**src/rtl/matmul_pkg.sv**
```systemverilog
// Shared definitions for the systolic matrix multiplier.
//   state_e    : controller states (IDLE, LOAD, DRAIN, DONE)
//   DEF_*      : default array dimension, operand and accumulator widths
//   cnt_width  : smallest counter width that can hold values 0..n-1 (at least 1)
//   c_idx      : slice index of C[i][j] inside the flattened result bus
package matmul_pkg;

  typedef enum logic [1:0] {
    IDLE  = 2'd0,
    LOAD  = 2'd1,
    DRAIN = 2'd2,
    DONE  = 2'd3
  } state_e;

  localparam int DEF_N  = 4;
  localparam int DEF_DW = 8;
  localparam int DEF_AW = 2 * DEF_DW + $clog2(DEF_N);

  function automatic int cnt_width(input int n);
    return (n < 2) ? 1 : $clog2(n);
  endfunction

  function automatic int c_idx(input int i, input int j, input int n);
    return i * n + j;
  endfunction

endpackage

```
**src/rtl/systolic_pe.sv**
```systemverilog
// Output-stationary processing element.
//   clk, reset : clock, asynchronous active-low reset
//   en         : advance (MAC into acc, capture a_in/b_in into pass registers)
//   clr        : synchronous clear of acc and pass registers (wins over en)
//   a_in, b_in : operands from the left / from above
//   a_out      : registered a, to the right neighbour
//   b_out      : registered b, to the neighbour below
//   acc        : running sum of products, wraps modulo 2^AW
module systolic_pe #(
  parameter int DW     = 8,
  parameter int AW     = 18,
  parameter int SIGNED = 0
) (
  input  logic          clk,
  input  logic          reset,
  input  logic          en,
  input  logic          clr,
  input  logic [DW-1:0] a_in,
  input  logic [DW-1:0] b_in,
  output logic [DW-1:0] a_out,
  output logic [DW-1:0] b_out,
  output logic [AW-1:0] acc
);

  // Product is formed at full 2*DW precision, then extended (sign or zero)
  // to at least AW bits so the accumulation wraps exactly modulo 2^AW.
  localparam int PW = (AW > 2 * DW) ? AW : 2 * DW;

  logic [DW-1:0]          a_q, a_d, b_q, b_d;
  logic [AW-1:0]          acc_q, acc_d;
  logic signed [2*DW-1:0] prod_s;
  logic [2*DW-1:0]        prod_u;
  logic [PW-1:0]          prod_ext;

  // NOTE: every always_comb output gets a default first so no path leaves it unassigned (no latch).
  always_comb begin
    prod_s = (2*DW)'($signed(a_in)) * (2*DW)'($signed(b_in));
    prod_u = (2*DW)'(a_in) * (2*DW)'(b_in);
    if (SIGNED != 0) prod_ext = PW'(prod_s);
    else             prod_ext = PW'(prod_u);

    a_d   = a_q;
    b_d   = b_q;
    acc_d = acc_q;
    if (clr) begin
      a_d   = '0;
      b_d   = '0;
      acc_d = '0;
    end else if (en) begin
      acc_d = acc_q + prod_ext[AW-1:0];
      a_d   = a_in;
      b_d   = b_in;
    end
  end

  // NOTE: sequential state uses non-blocking assignments only; the accumulators are
  // reset because a reset must abort a job without leaving residue for the next one.
  always_ff @(posedge clk or negedge reset) begin
    if (!reset) begin
      a_q   <= '0;
      b_q   <= '0;
      acc_q <= '0;
    end else begin
      a_q   <= a_d;
      b_q   <= b_d;
      acc_q <= acc_d;
    end
  end

  assign a_out = a_q;
  assign b_out = b_q;
  assign acc   = acc_q;

endmodule

```
**src/rtl/param_systolic_matmul.sv**
```systemverilog
// N x N output-stationary systolic matrix multiplier, C = A x B.
//   clk, reset      : clock, asynchronous active-low reset
//   in_valid/ready  : one unskewed beat per k: a_col = column k of A, b_row = row k of B
//   a_col[i*DW+:DW] : A[i][k]        b_row[j*DW+:DW] : B[k][j]
//   out_valid/ready : c_flat holds the finished result until taken
//   c_flat          : C[i][j] at slice (i*N+j)*AW, zero outside DONE
//   busy            : controller is not IDLE
// Row i of A and column j of B get i / j enabled delay stages so that PE(i,j)
// performs its k-th MAC on enabled edge e_k+i+j. The array only advances on
// accepted beats, then runs 2N-2 free edges with zeros injected to drain.
module param_systolic_matmul
  import matmul_pkg::*;
#(
  parameter int N      = DEF_N,
  parameter int DW     = DEF_DW,
  parameter int AW     = 2 * DW + $clog2(N),
  parameter int SIGNED = 0
) (
  input  logic            clk,
  input  logic            reset,
  input  logic            in_valid,
  output logic            in_ready,
  input  logic [N*DW-1:0] a_col,
  input  logic [N*DW-1:0] b_row,
  output logic            out_valid,
  input  logic            out_ready,
  output logic [N*N*AW-1:0] c_flat,
  output logic            busy
);

  localparam int            CW        = cnt_width(2 * N);
  localparam logic [CW-1:0] LAST_BEAT = CW'(N - 1);
  localparam logic [CW-1:0] DRAIN_LEN = CW'(2 * N - 2);

  state_e        state_q, state_d;
  logic [CW-1:0] beat_q, beat_d, drain_q, drain_d;
  logic          in_ready_q, in_ready_d, out_valid_q, out_valid_d, busy_q, busy_d;
  logic          accept, en, clr;

  // ---------------- controller ----------------
  always_comb begin
    accept  = in_valid && in_ready_q;
    state_d = state_q;
    beat_d  = beat_q;
    drain_d = drain_q;
    unique case (state_q)
      IDLE, LOAD: begin
        if (accept) begin
          if (beat_q == LAST_BEAT) begin
            beat_d = '0;
            if (N == 1) begin
              state_d = DONE;
            end else begin
              state_d = DRAIN;
              drain_d = DRAIN_LEN;
            end
          end else begin
            beat_d  = beat_q + CW'(1);
            state_d = LOAD;
          end
        end
      end
      DRAIN: begin
        drain_d = drain_q - CW'(1);
        if (drain_q == CW'(1)) state_d = DONE;
      end
      DONE: begin
        if (out_ready) state_d = IDLE;
      end
      default: state_d = IDLE;
    endcase
    // Handshake outputs are registered from the next state; holding in_ready
    // in its flop keeps it low for as long as reset is asserted.
    in_ready_d  = (state_d == IDLE) || (state_d == LOAD);
    out_valid_d = (state_d == DONE);
    busy_d      = (state_d != IDLE);
  end

  always_ff @(posedge clk or negedge reset) begin
    if (!reset) begin
      state_q     <= IDLE;
      beat_q      <= '0;
      drain_q     <= '0;
      in_ready_q  <= 1'b0;
      out_valid_q <= 1'b0;
      busy_q      <= 1'b0;
    end else begin
      state_q     <= state_d;
      beat_q      <= beat_d;
      drain_q     <= drain_d;
      in_ready_q  <= in_ready_d;
      out_valid_q <= out_valid_d;
      busy_q      <= busy_d;
    end
  end

  assign in_ready  = in_ready_q;
  assign out_valid = out_valid_q;
  assign busy      = busy_q;

  // Array steps on accepted beats and on every drain edge; results are
  // cleared on the edge the consumer takes them.
  assign en  = accept || (state_q == DRAIN);
  assign clr = out_valid_q && out_ready;

  // ---------------- input skew ----------------
  logic [DW-1:0] a_src  [N];
  logic [DW-1:0] b_src  [N];
  logic [DW-1:0] a_edge [N];
  logic [DW-1:0] b_edge [N];

  for (genvar i = 0; i < N; i++) begin : g_lane
    // Zeros enter the array whenever no beat is accepted (i.e. while draining).
    assign a_src[i] = accept ? a_col[i*DW +: DW] : '0;
    assign b_src[i] = accept ? b_row[i*DW +: DW] : '0;

    if (i == 0) begin : g_direct
      assign a_edge[i] = a_src[i];
      assign b_edge[i] = b_src[i];
    end else begin : g_delay
      logic [DW-1:0] a_sr_q [i];
      logic [DW-1:0] a_sr_d [i];
      logic [DW-1:0] b_sr_q [i];
      logic [DW-1:0] b_sr_d [i];

      always_comb begin
        a_sr_d = a_sr_q;
        b_sr_d = b_sr_q;
        if (clr) begin
          a_sr_d = '{default: '0};
          b_sr_d = '{default: '0};
        end else if (en) begin
          a_sr_d[0] = a_src[i];
          b_sr_d[0] = b_src[i];
          for (int m = 1; m < i; m++) begin
            a_sr_d[m] = a_sr_q[m-1];
            b_sr_d[m] = b_sr_q[m-1];
          end
        end
      end

      always_ff @(posedge clk or negedge reset) begin
        if (!reset) begin
          a_sr_q <= '{default: '0};
          b_sr_q <= '{default: '0};
        end else begin
          a_sr_q <= a_sr_d;
          b_sr_q <= b_sr_d;
        end
      end

      assign a_edge[i] = a_sr_q[i-1];
      assign b_edge[i] = b_sr_q[i-1];
    end
  end

  // ---------------- PE grid ----------------
  logic [DW-1:0] a_pass [N][N];
  logic [DW-1:0] b_pass [N][N];
  logic [AW-1:0] acc    [N][N];

  for (genvar i = 0; i < N; i++) begin : g_row
    for (genvar j = 0; j < N; j++) begin : g_col
      logic [DW-1:0] a_in_w, b_in_w;

      if (j == 0) begin : g_a_edge
        assign a_in_w = a_edge[i];
      end else begin : g_a_pass
        assign a_in_w = a_pass[i][j-1];
      end

      if (i == 0) begin : g_b_edge
        assign b_in_w = b_edge[j];
      end else begin : g_b_pass
        assign b_in_w = b_pass[i-1][j];
      end

      systolic_pe #(
        .DW     (DW),
        .AW     (AW),
        .SIGNED (SIGNED)
      ) u_pe (
        .clk   (clk),
        .reset (reset),
        .en    (en),
        .clr   (clr),
        .a_in  (a_in_w),
        .b_in  (b_in_w),
        .a_out (a_pass[i][j]),
        .b_out (b_pass[i][j]),
        .acc   (acc[i][j])
      );

      assign c_flat[c_idx(i, j, N)*AW +: AW] = out_valid_q ? acc[i][j] : '0;
    end
  end

endmodule

```
**config.mk**
```make
export PLATFORM = sky130hd
export DESIGN_NAME = param_systolic_matmul
export DESIGN_NICKNAME = d
export VERILOG_FILES = /design/src/rtl/matmul_pkg.sv /design/src/rtl/systolic_pe.sv /design/src/rtl/param_systolic_matmul.sv
export SDC_FILE = /design/constraint.sdc
export NUM_CORES = 2
export LEC_CHECK = 0
export CAP_MARGIN = 20
export CORE_UTILIZATION = 40
export CTS_BUF_LIST = sky130_fd_sc_hd__clkbuf_4 sky130_fd_sc_hd__clkbuf_8 sky130_fd_sc_hd__clkbuf_16
export DETAILED_ROUTE_END_ITERATION = 10
export PLACE_DENSITY_LB_ADDON = 0.1
export SYNTH_ARGS = -nofsm -noshare
export SYNTH_HDL_FRONTEND = slang
export SYNTH_HIERARCHICAL = 1
export SYNTH_SLANG_ARGS = --single-unit
```
**constraint.sdc**
```tcl
create_clock -name clk -period 8.7 [get_ports clk]
set_input_delay 0.87 -clock clk [delete_from_list [all_inputs] [get_ports clk]]
set_output_delay 0.87 -clock clk [all_outputs]
set_load 0.01 [all_outputs]
```
## Word level (Yosys, flattened, before mapping)

Cells that the tools add are included.

- Flip-flop bits (word level): 587
- Bits of input ports: 68
- Logic and storage cells: 238

- $add $sub $neg: 18
- Multiply operators: 16
- Equal/unequal tests: 9
- Multiplexer cells: 125
- Reductions and logical operators: 12

Operators with widths:

| operator | number |
|---|---|
| $mux 18 | 48 |
| $mux 8 | 60 |
| $add 18x16->18 | 16 |
| $mul 8x8->16 | 16 |
| $mux 24 | 4 |
| $mux 16 | 4 |
| $mux 3 | 3 |
| $mux 2 | 4 |
| $eq 2x2->1 const B | 3 |
| $pmux 2 s3 | 1 |
| $pmux 3 s2 | 1 |
| $reduce_bool 2->1 | 3 |
| $eq 2x1->1 const B | 2 |
| $logic_not 2->1 | 2 |
| $ne 2x2->1 const B | 2 |
| $add 3x1->3 const B | 1 |
| $eq 3x1->1 const B | 1 |
| $eq 3x2->1 const B | 1 |
| $reduce_and 3->1 | 1 |
| $sub 3x1->3 const B | 1 |
| $logic_and 1x1->1 | 2 |
| $logic_or 1x1->1 | 2 |
| $reduce_and 2->1 | 1 |
| $reduce_or 2->1 | 1 |

## Logic depth before layout (Yosys ltp)

- Depth after elaboration: 6
- Mapped depth: 20
- Depth with buffers taken out: 18

## Hierarchy

The synthesis kept the hierarchy.

Modules (own cells, without submodules):

| module | times used | cells an instance | area each (um2) | sequential area each (um2) |
|---|---|---|---|---|
| systolic_pe at g_row[0].g_col[3].u_pe ... | 8 | 458 | 4,121.5 | 850.8 |
| systolic_pe at g_row[2].g_col[3].u_pe ... | 4 | 459 | 4,107.7 | 850.8 |
| systolic_pe at g_row[0].g_col[0].u_pe ... | 3 | 452 | 4,130.2 | 850.8 |
| param_systolic_matmul | 1 | 722 | 6,362.4 | 2,677.6 |
| systolic_pe at g_row[3].g_col[3].u_pe | 1 | 448 | 4,092.7 | 850.8 |

## Worst setup path after synthesis

No wires, ideal clock.

- Path type: input port to flip-flop
- Start point: input port in_valid
- End point: register g_row[0].g_col[0].u_pe.acc_q[17]
- Library setup time: 0.129 ns
- Data arrival time: 5.183 ns
- Slack: 3.388 ns
- Cell stages on the path: 17
- Path buffers: 3
- Cell sequence: buf_6 -> clkbuf_1 -> and3_1 -> clkbuf_1 -> and2_1 -> fa_1 -> fa_1 -> fa_1 -> inv_1 -> fa_1 -> inv_1 -> ha_1 -> a21oi_1 -> o21ai_0 -> a221oi_2 -> a21oi_1 -> a2111o_1

RTL lines:

| element | line | RTL |
|---|---|---|
| start: declaration | param_systolic_matmul.sv:21 | `input logic in_valid,` |
| end signal: assignment | systolic_pe.sv:62 | `acc_q <= '0;` |
| end signal: assignment | systolic_pe.sv:66 | `acc_q <= acc_d;` |
| end: declaration | systolic_pe.sv:30 | `logic [AW-1:0] acc_q, acc_d;` |

==> results.py <==
metrics = {
    "yosys": {
        "synthCells": 7833,
        "yosys_warnings": 6,
        "syn_nets": 9344,
        "avgSynthCellArea_um2": 8.91,
        "netlist_area_um2": 69800,
    },
    "placement": {
        "place_congestion": 0.849,
        "port_buffers": 358,
        "dp.final_hpwl_mm": 145,
    },
    "floorplanning": {
        "io_pins": 359,
        "fp-row-count": 152,
        "initial_core_util": 0.404,
        "die_w_um": 420,
        "die_h_um": 420,
        "dieArea_um2": 176000,
        "core_region_area_um2": 172000,
    },
    "setup_path": {
        "endpoint_kind": "register",
        "crit_start": "in_valid",
        "startpoint_type": "input port",
        "critical_path_class": "input port to register",
        "crit_path_max_fanout": 19,
        "required_ns": 9.30,
        "arrival_ns": 6.34,
        "r2r_start": "in_ready",
    },
    "timing": {
        "worst_slew_pin_slew_ns": 0.998,
        "slew_headroom": 0.335,
        "final_hold_viol_count": 0,
        "min_period_ns": 5.73,
        "skew_ns": 0.0256,
        "timing.final.max_slew_violations": 0,
        "final.period_utilization": 0.659,
        "finalSetupViolCount": 0,
        "setup_tns_ns": 0,
        "rsz0062_at_grt": "no",
        "max_freq_mhz": 174,
    },
    "grt": {
        "overflow": 0,
        "grt_antenna_before_repair": 1,
        "grtUsageTotal": 0.218,
        "grt_max_degree": 161,
        "grt_pass1_wl_mm": 306,
        "grt_pass1_vias": 54700,
    },
    "route": {
        "first_pass_iters": 6,
        "vias_per_cell": 5.05,
        "dr_total_vias": 52300,
        "wl_per_cell_um": 18.1,
        "drtAntennaViolNets": 0,
        "drtIter0Drc": 2377,
        "drc": 0,
        "routed_wl_mm": 187,
    },
    "clock_network": {
        "post_cts_buffers": 0,
        "cts-buffers-inserted": 81,
        "cts_root_buf": "clkbuf_16",
        "cts_max_level": 3,
        "cts_sinks": 587,
        "clk_latency_ns": 0.72,
        "cts_tree": "built",
        "ctsResizeCount": 0,
        "clock_path_buffers": 3,
        "cts.hold.buffers_added": 0,
        "clk_pin_slew_worst_paths_ns": 0.06,
    },
    "run_status": {
        "status": "finished clean",
    },
    "run": {
        "maxCapViolCount": 0,
    },
    "finish": {
        "area_delta_synth_final_pct": 11.6,
        "finalNetCount": 9499,
        "diodes": 0,
        "final_common_cell": "inv_1",
        "final_cell_mix": "inv_1, and2_1, fa_1",
        "drive_gt1_frac": 0.0314,
    },
    "min_path": {
        "hp-class": "input port to asynchronous set/reset pin",
    },
}
==> layer usage <==
layer  track usage  vias to the layer above  routed length (um)
li1              -                    25000                   -
met1         0.286                    26400               83700
met2         0.379                      746               92900
met3        0.0213                      206                4910
met4        0.0649                        0                5870
met5             0                        -                   0
==> worst max-delay path: stages <==
cell             delay (ns)
clkdlybuf4s50_1        0.84
and3_1                 0.52
and2_1                 0.23
fa_1                   0.47
fa_1                   0.54
inv_1                  0.05
fa_1                   0.50
fa_1                   0.54
inv_1                  0.04
ha_1                   0.47
nand2_1                0.15
o21ai_0                0.48
a221oi_2               0.13
o221a_1                0.16
a2111o_1               0.34
==> path summary, 6_finish.rpt <==
kind,end,slack (ns),cells after the start
worst max-delay path,g_row[0].g_col[0].u_pe/acc[17],2.97,15
worst min-delay path,g_row[3].g_col[3].u_pe/acc[9],0.14,1
worst max register to register,g_row[0].g_col[0].u_pe/acc[17],3.29,14
worst min register to register,drain_q[1],0.48,1
max in group asynchronous,g_row[1].g_col[0].u_pe/acc[7],6.58,3
min in group clk,drain_q[1],0.48,1
==> through the flow <==
step / setup WS (ns) / hold WS (ns) / std cells / utilization / instance area [um2]
6_report: 2.97 / 0.136 / 10400 / 0.451 / 77900
5_1_grt: 2.73 / 0.178 / 10400 / 0.451 / 77900
4_1_cts: 3.07 / 0.137 / 10400 / 0.451 / 77800
3_5_place_dp: 2.28 / 0.476 / 10200 / 0.435 / 75100
3_3_place_gp: 2.38 / 0.468 / 10200 / 0.435 / 75100
2_1_floorplan: 3.39 / 0.459 / 7833 / - / 69800
==> state kept, by name, indices dropped and copies added, names as in the netlist <==
name / count
g_row.g_col.a_in_w: 16
g_row.g_col.u_pe/b_out: 96
busy: 1
state_q: 2
in_ready: 1
drain_q: 3
g_row.g_col.u_pe/a_out: 96
g_row.g_col.u_pe/acc: 288
g_lane.g_delay.a_sr_q: 32
g_row.g_col.b_in_w: 16
out_valid: 1
beat_q: 3
g_lane.g_delay.b_sr_q: 32
==> area by class of cell <==
type                       count  area [um2]
tap                         2310        2890
inverter                    1594        5980
timing repair buffer         388        3960
multi-input combinational   5336       47600
clock inverter                29         349
clock buffer                 114        2410
sequential                   587       14700
fill                       17100       94600
Power is left out: the tool's default activity adds up to more than one toggle a clock period on the data nets, which glitch-free logic cannot reach.
